`src/rtl/wb_pkg.sv`:
```
// Shared encodings for the writeback stage: result-select codes, load funct3 codes,
// FSM states and the pending-load payload.
package wb_pkg;

    localparam int unsigned WB_XLEN      = 32;
    localparam int unsigned WB_NREG_BITS = 5;

    localparam logic [1:0] WB_SEL_ALU  = 2'd0;
    localparam logic [1:0] WB_SEL_LOAD = 2'd1;
    localparam logic [1:0] WB_SEL_PC4  = 2'd2;
    localparam logic [1:0] WB_SEL_NONE = 2'd3;

    localparam logic [2:0] LOAD_LB  = 3'd0;
    localparam logic [2:0] LOAD_LH  = 3'd1;
    localparam logic [2:0] LOAD_LW  = 3'd2;
    localparam logic [2:0] LOAD_LBU = 3'd4;
    localparam logic [2:0] LOAD_LHU = 3'd5;

    typedef enum logic [1:0] {
        IDLE     = 2'd0,
        WAIT_MEM = 2'd1,
        WRITE    = 2'd2
    } wb_state_t;

    // Load captured at transfer, consumed when the memory response arrives
    typedef struct packed {
        logic [WB_NREG_BITS-1:0] rd;
        logic                    we;
        logic [1:0]              off;
        logic [2:0]              funct3;
    } wb_pend_t;

endpackage

```
`src/rtl/load_align.sv`:
```
// Combinational load data alignment: picks byte/half/word from a word-aligned read
// and sign- or zero-extends it. Unknown funct3 codes behave as LW.
module load_align
    import wb_pkg::*;
(
    input  logic [31:0] raw,
    input  logic [1:0]  off,
    input  logic [2:0]  funct3,
    output logic [31:0] data_c
);

    logic [7:0]  byte_c;
    logic [15:0] half_c;

    assign byte_c = raw[{off, 3'b000} +: 8];
    assign half_c = off[1] ? raw[31:16] : raw[15:0];

    always_comb begin
        data_c = raw;
        case (funct3)
            LOAD_LB:  data_c = {{24{byte_c[7]}}, byte_c};
            LOAD_LBU: data_c = {24'd0, byte_c};
            LOAD_LH:  data_c = {{16{half_c[15]}}, half_c};
            LOAD_LHU: data_c = {16'd0, half_c};
            LOAD_LW:  data_c = raw;
            default:  data_c = raw;
        endcase
    end

endmodule

```
`src/rtl/wb_unit.sv`:
```
// Writeback stage: sole driver of the register-file write port.
// Optional WB_BYPASS_EN exposes the write being performed this cycle on byp_* ports.
module wb_unit
    import wb_pkg::*;
#(
    parameter int unsigned XLEN      = WB_XLEN,
    parameter int unsigned NREG_BITS = WB_NREG_BITS
) (
    input  logic                 clk,
    input  logic                 reset,
    input  logic                 in_valid,
    output logic                 in_ready,
    input  logic [NREG_BITS-1:0] in_rd,
    input  logic [1:0]           in_wb_sel,
    input  logic [XLEN-1:0]      in_alu_result,
    input  logic [XLEN-1:0]      in_pc,
    input  logic [2:0]           in_funct3,
    input  logic                 mem_rsp_valid,
    input  logic [XLEN-1:0]      mem_rsp_data,
    output logic [NREG_BITS-1:0] rf_addr_rd,
    output logic [XLEN-1:0]      rf_data_rd,
    output logic                 rf_write_enable,
    output logic                 busy
`ifdef WB_BYPASS_EN
    ,
    output logic                 byp_valid,
    output logic [NREG_BITS-1:0] byp_rd,
    output logic [XLEN-1:0]      byp_data
`endif
);

    wb_state_t             state, state_d;
    wb_pend_t              pend, pend_d;
    logic                  transfer_c;
    logic [XLEN-1:0]       direct_res_c;
    logic [XLEN-1:0]       aligned_c;
    logic                  rf_we_d;
    logic [NREG_BITS-1:0]  rf_addr_d;
    logic [XLEN-1:0]       rf_data_d;

    assign transfer_c   = in_valid & in_ready;
    assign direct_res_c = (in_wb_sel == WB_SEL_PC4) ? in_pc + XLEN'(4) : in_alu_result;

    load_align u_load_align (
        .raw    (mem_rsp_data),
        .off    (pend.off),
        .funct3 (pend.funct3),
        .data_c (aligned_c)
    );

    // Next state and next register-file write; addr/data only move when a write happens
    always_comb begin
        state_d   = state;
        pend_d    = pend;
        rf_we_d   = 1'b0;
        rf_addr_d = rf_addr_rd;
        rf_data_d = rf_data_rd;
        case (state)
            IDLE, WRITE: begin
                state_d = IDLE;
                if (transfer_c) begin
                    if (in_wb_sel == WB_SEL_LOAD) begin
                        state_d = WAIT_MEM;
                        pend_d  = '{rd: in_rd, we: (in_rd != '0),
                                    off: in_alu_result[1:0], funct3: in_funct3};
                    end else begin
                        state_d = WRITE;
                        if ((in_rd != '0) && (in_wb_sel != WB_SEL_NONE)) begin
                            rf_we_d   = 1'b1;
                            rf_addr_d = in_rd;
                            rf_data_d = direct_res_c;
                        end
                    end
                end
            end
            WAIT_MEM: begin
                if (mem_rsp_valid) begin
                    state_d = WRITE;
                    if (pend.we) begin
                        rf_we_d   = 1'b1;
                        rf_addr_d = pend.rd;
                        rf_data_d = aligned_c;
                    end
                end
            end
            default: state_d = IDLE;
        endcase
    end

    // State register plus registered handshake and write-port outputs
    always_ff @(posedge clk) begin
        if (reset) begin
            state           <= IDLE;
            pend            <= '0;
            rf_write_enable <= 1'b0;
            rf_addr_rd      <= '0;
            rf_data_rd      <= '0;
            in_ready        <= 1'b1;
            busy            <= 1'b0;
        end else begin
            state           <= state_d;
            pend            <= pend_d;
            rf_write_enable <= rf_we_d;
            rf_addr_rd      <= rf_addr_d;
            rf_data_rd      <= rf_data_d;
            in_ready        <= (state_d != WAIT_MEM);
            busy            <= (state_d != IDLE);
        end
    end

`ifdef WB_BYPASS_EN
    assign byp_valid = rf_write_enable;
    assign byp_rd    = rf_addr_rd;
    assign byp_data  = rf_data_rd;
`endif

endmodule

```
`config.mk`:
```
export PLATFORM = sky130hd
export DESIGN_NAME = wb_unit
export DESIGN_NICKNAME = d
export VERILOG_FILES = /design/src/rtl/wb_pkg.sv /design/src/rtl/load_align.sv /design/src/rtl/wb_unit.sv
export SDC_FILE = /design/constraint.sdc
export NUM_CORES = 1
export LEC_CHECK = 0
export BUFFER_PORTS_ARGS = -buffer_cell sky130_fd_sc_hd__buf_4
export CELL_PAD_IN_SITES_DETAIL_PLACEMENT = 0
export CELL_PAD_IN_SITES_GLOBAL_PLACEMENT = 1
export CORE_MARGIN = 2
export CORE_UTILIZATION = 37
export DETAILED_ROUTE_END_ITERATION = 8
export PLACE_DENSITY_LB_ADDON = 0.3
export SLEW_MARGIN = 20
export SYNTH_ARGS = -nofsm -noshare
export SYNTH_HDL_FRONTEND = slang
export SYNTH_SLANG_ARGS = --single-unit
```
`constraint.sdc`:
```
create_clock -name clk -period 6.3 [get_ports clk]
set_input_delay 1.26 -clock clk [delete_from_list [all_inputs] [get_ports clk]]
set_output_delay 1.26 -clock clk [all_outputs]
set_load 0.1 [all_outputs]
```
* Word level (Yosys, flattened, before mapping)
Index checks and enable logic that the tools add are counted.
** Cells by class
- Add/subtract/negate cells :: 1
- Equal/unequal tests :: 14
- Shifts and indexed selects :: 1
- Mux-type cells :: 25
- Bitwise logic cells :: 1
- Reductions and logical operators :: 9
** Operators with widths (number)
- two-way mux 32 bit :: 6
- one-hot mux 32 bit (4 select lines) :: 1
- one-hot mux 32 bit (2 select lines) :: 1
- adder 32 x 3 -> 32 bit, second input constant :: 1
- variable part select 32 x 6 -> 8 bit :: 1
- two-way mux 5 bit :: 5
- two-way mux 16 bit :: 1
- inequality test 2 bit, second input constant :: 6
- one-hot mux 5 bit (2 select lines) :: 1
- equality test 3 bit, second input constant :: 2
- two-way mux 2 bit :: 3
- AND reduction 6 bit :: 1
- two-way mux 1 bit :: 5
- nonzero test 5 bit :: 1
- equality test 2 x 1 -> 1 bit, second input constant :: 2
- equality test 2 bit, second input constant :: 2
- one-hot mux 2 bit (2 select lines) :: 1
- nonzero test 2 bit :: 2
- equality test 3 x 1 -> 1 bit, second input constant :: 1
- zero test 3 bit :: 1
- AND reduction 3 bit :: 1
- zero test 2 bit :: 1
- inequality test 2 x 1 -> 1 bit, second input constant :: 1
- one-hot mux 1 bit (2 select lines) :: 1
- 3 further kinds :: 3
** Storage, ports and cells
- Flip-flop bits (word level) :: 53
- Bits of input ports :: 110
- Output and inout port bits :: 40
- Word-level logic and storage cells :: 61

* Depth between registers and ports, before layout
- Depth after elaboration :: 6
- Mapped depth :: 8
- Mapped depth without buffers :: 6

* Hierarchy
Synthesis repeated with hierarchy kept, for this count alone.
** Unflattened totals
- Cell total of the unflattened synthesis :: 516
- Area, all modules :: 4159.0 um^2
** Modules (own cells, without submodules)
- wb_unit :: instances 1, cells each 420, area each 3313.2 um^2, sequential area each 1061.0 um^2
- load_align :: instances 1, cells each 96, area each 845.8 um^2, sequential area each 0.0 um^2

* Least setup slack after synthesis
Ideal clock, no wire load.
- Kind :: input-to-reg
- Start :: input in_pc[7]
- End :: register rf_data_rd[19]
- Library setup time :: 134 ps
- Arrival time :: 2762 ps
- Data required time :: 6166 ps
- Slack :: 3405 ps
- Cell stages on the path :: 6
- Path buffers :: 1
- Path through :: nand4_1 or4_4 buf_6 o211a_1 a2111oi_1 o32ai_1
** Between the ends
- Word-level cells in the longest chain between the ends :: 6
** RTL lines
- start, declared :: RTL line wb_unit.sv:16 : input logic [XLEN-1:0] in_pc,
- adder 32 x 3 -> 32 bit :: RTL line wb_unit.sv:42 : assign direct_res_c = (in_wb_sel == WB_SEL_PC4) ? in_pc + XLEN'(4) : in_alu_result;
- two-way mux 32 bit :: RTL line wb_unit.sv:42
- two-way mux 32 bit :: RTL line wb_unit.sv:68 : if ((in_rd != '0) && (in_wb_sel != WB_SEL_NONE)) begin
- two-way mux 32 bit :: RTL line wb_unit.sv:62 : if (in_wb_sel == WB_SEL_LOAD) begin
- two-way mux 32 bit :: RTL line wb_unit.sv:61 : if (transfer_c) begin
- one-hot mux 32 bit (2 select lines) :: RTL line wb_unit.sv:58 : case (state)
- end signal, assigned :: RTL line wb_unit.sv:105 : rf_data_rd <= rf_data_d;
- end, declared :: RTL line wb_unit.sv:21 : output logic [XLEN-1:0] rf_data_rd,
No other way between the ends. The select of a mux whose other input is x is not followed.
A chain may end at the register's enable or synchronous reset.

* Worst setup path after layout
- Start :: input in_pc[2]
- End :: register rf_data_rd[26]
Same word-level chain as after synthesis.

==> results.yml <==
global_route:
  grt_use_total: 0.256
  grt_pass1_wl_um: 22300
  gr-usage-met1: 0.366
  use_met3: 0.0445
  grt-ovfl-total: 0
  antenna_found_initial: 0
  busiest_layer: "met2"
  grt_start_max_net_pins: 39
  globalRouteMet2Util: 0.410
  grt_pass1_vias: 4110
drt:
  wl_per_cell_um: 19.1
  wl_um: 14500
  postRouteAntennaNets: 0
  via_per_inst: 5.79
  route.detailed.drc: 0
  num_vias: 4399
  drtIter0Drc: 412
  first_pass_iters: 5
pwr:
  power_w: 0.000930
  pwr_density_cell_mw_per_mm2: 186
  leakagePower_nw: 2.04
  vdd_drop_max_mv: 0.125
timing:
  maxSlewViolCount: 0
  worst_pin_slew_ps: 908
  slew_headroom: 0.390
  fin_crit_sh: 0.479
  rsz0062_at_grt: "no"
  finalCriticalPeriod_ps: 3020
  final.setup.tns_ps: 0
  setup_viol: 0
  finClkSkew_ps: 8.69
  fmax_mhz: 332
  hold_viol: 0
min_path:
  hold_path.class: "flop to flop"
  hold_depth: 2
clock_tree:
  cts_buffer_depth: 2
  worstSkewPairLatency_ps: 310
  numCtsBuffers: 5
  post_cts_buffers: 0
  clkTransAtPathRegs_ps: 110
  cts_root_buf: "clkbuf_8"
  cts.sinks: 53
  ctsHoldBuffers: 0
  cts_resized: 0
  ctsHtreeMaxLevel: 2
  tritoncts: "done"
place:
  place_congestion: 0.880
  dp_hpwl_um: 11100
  place.port_buffers: 149
logic_synthesis:
  synth_area_mm2: 0.00373
  yosysUniqueCellTypes: 70
  yosysSeqAreaShare: 0.284
  synth_edf_count: 0
  yosysWarnings: 0
  synth_nets: 614
  synth_cells: 503
  ys_async_sr_fraction: 0
  synth_flop_cell: "dfxtp_1"
  synth.avg_cell_area_um2: 7.43
  synth-seq-cells: 53
die:
  dieArea_mm2: 0.0109
  die_x_um: 104
  rows: 36
  coreArea_mm2: 0.00977
  ios: 150
  die_h_um: 104
  start_util: 0.382
critical_path:
  critPathKind: "input pin to flop"
  worstSetupEndpointType: "flop"
  worstPathArrival_ps: 3230
  critPathLaunchType: "input pin"
  reg2reg_depth: 5
  required_ps: 6520
  crit_fanout: 9
layout:
  fin_nets: 737
  final_common_cell: "buf_4"
  mostFrequentLayoutCells: "buf_4 (155), nand2_1 (66), nor2_1 (53)"
  drive_above_1_share: 0.293
  area_delta_synth_final_pct: 33.8
  antennaDiodeCount: 0
job:
  drv_cap: 0
status:
  status: "complete, no violations"
-- worst paths after layout --
kind	start	slack [ps]	endpoint
setup / recovery	in_pc[2]	3280	rf_data_rd[26]$_SDFFE_PP0P_
setup reg to reg	pend[4]$_SDFFE_PP0P_	3770	rf_data_rd[23]$_SDFFE_PP0P_
hold / removal	rf_data_rd[31]$_SDFFE_PP0P_	470	rf_data_rd[31]$_SDFFE_PP0P_
hold reg to reg	rf_data_rd[31]$_SDFFE_PP0P_	470	rf_data_rd[31]$_SDFFE_PP0P_
-- flip-flops by register name, indices dropped and copies added, names as in the netlist --
| register | count |
|---|---|
| state | 2 |
| rf_addr_rd | 5 |
| busy | 1 |
| in_ready | 1 |
| pend | 11 |
| rf_write_enable | 1 |
| rf_data_rd | 32 |
-- report_power, final --
| group | internal (W) | switching, W |
|---|---|---|
| Sequential | 0.000356 | 0.0000174 |
| Clock | 0.0000784 | 0.000127 |
| Combinational | 0.000114 | 0.000238 |
-- routing by layer --
| layer | vias up | wire length (um) |
|---|---|---|
| met5 | - | 0 |
| met4 | 0 | 102 |
| met3 | 11 | 1120 |
| li1 | 2138 | - |
| met1 | 2066 | 6570 |
| met2 | 184 | 6690 |
-- synth_stat cells, drive strengths merged, types with 6 or more instances --
| cell | n | share of area |
|---|---|---|
| nand2 | 67 | 0.067 |
| o221ai | 9 | 0.021 |
| dfxtp | 53 | 0.28 |
| nor3 | 15 | 0.020 |
| a21oi | 29 | 0.039 |
| inv | 14 | 0.014 |
| mux2i | 16 | 0.043 |
| buf | 13 | 0.020 |
| o21ai | 21 | 0.028 |
| nor2 | 53 | 0.053 |
| xnor2 | 6 | 0.014 |
| nand4 | 11 | 0.024 |
| o211ai | 6 | 0.012 |
| nand3 | 26 | 0.035 |
| and2 | 6 | 0.010 |
| nor4 | 13 | 0.022 |
| a311oi | 12 | 0.028 |
| clkbuf | 26 | 0.026 |
-- per-stage QoR --
step | instances | hold slack [ps] | worst slack, ps | utilization | cell area, um2
detailed placement | 752 | 449 | 2970 | 0.502 | 4900
finish | 760 | 468 | 3280 | 0.511 | 5000
global placement | 752 | 444 | 2940 | 0.501 | 4900
CTS | 760 | 468 | 3300 | 0.511 | 4990
global route | 760 | 489 | 3160 | 0.511 | 5000
floorplan | 503 | 454 | 3400 | - | 3730
-- cell families (layout without fill, tap and decap cells) --
| group | Yosys count | count (layout) | synth area share |
|---|---|---|---|
| AND/OR/NAND/NOR | 222 | 222 | 0.292 |
| AO/OA/AOI/OAI | 141 | 141 | 0.276 |
| buffers and inverters | 54 | 178 | 0.0610 |
| flip-flops | 53 | 53 | 0.284 |
| multiplexers | 21 | 21 | 0.0580 |
| XOR/XNOR | 11 | 11 | 0.0258 |
| adder cells (fa/ha/maj) | 1 | 1 | 0.00335 |
-- critical path: stages --
cell and delay (ps):
buf_4 110, ha_1 180, nand3_1 320, nor3_1 760
and4_1 290, o21ai_0 80, a32o_1 240
-- cell type report --
type                    instances  area [um2]
clock buffers                   5        68.8
repair buffers                155        1160
clock inverters                 3        22.5
multi-input cells             396        2460
fillers                       991        4780
flip-flops and latches         53        1060
well taps                     133         166
inverters                      15        56.3
Note: power is estimated with default switching activity, not from simulation.
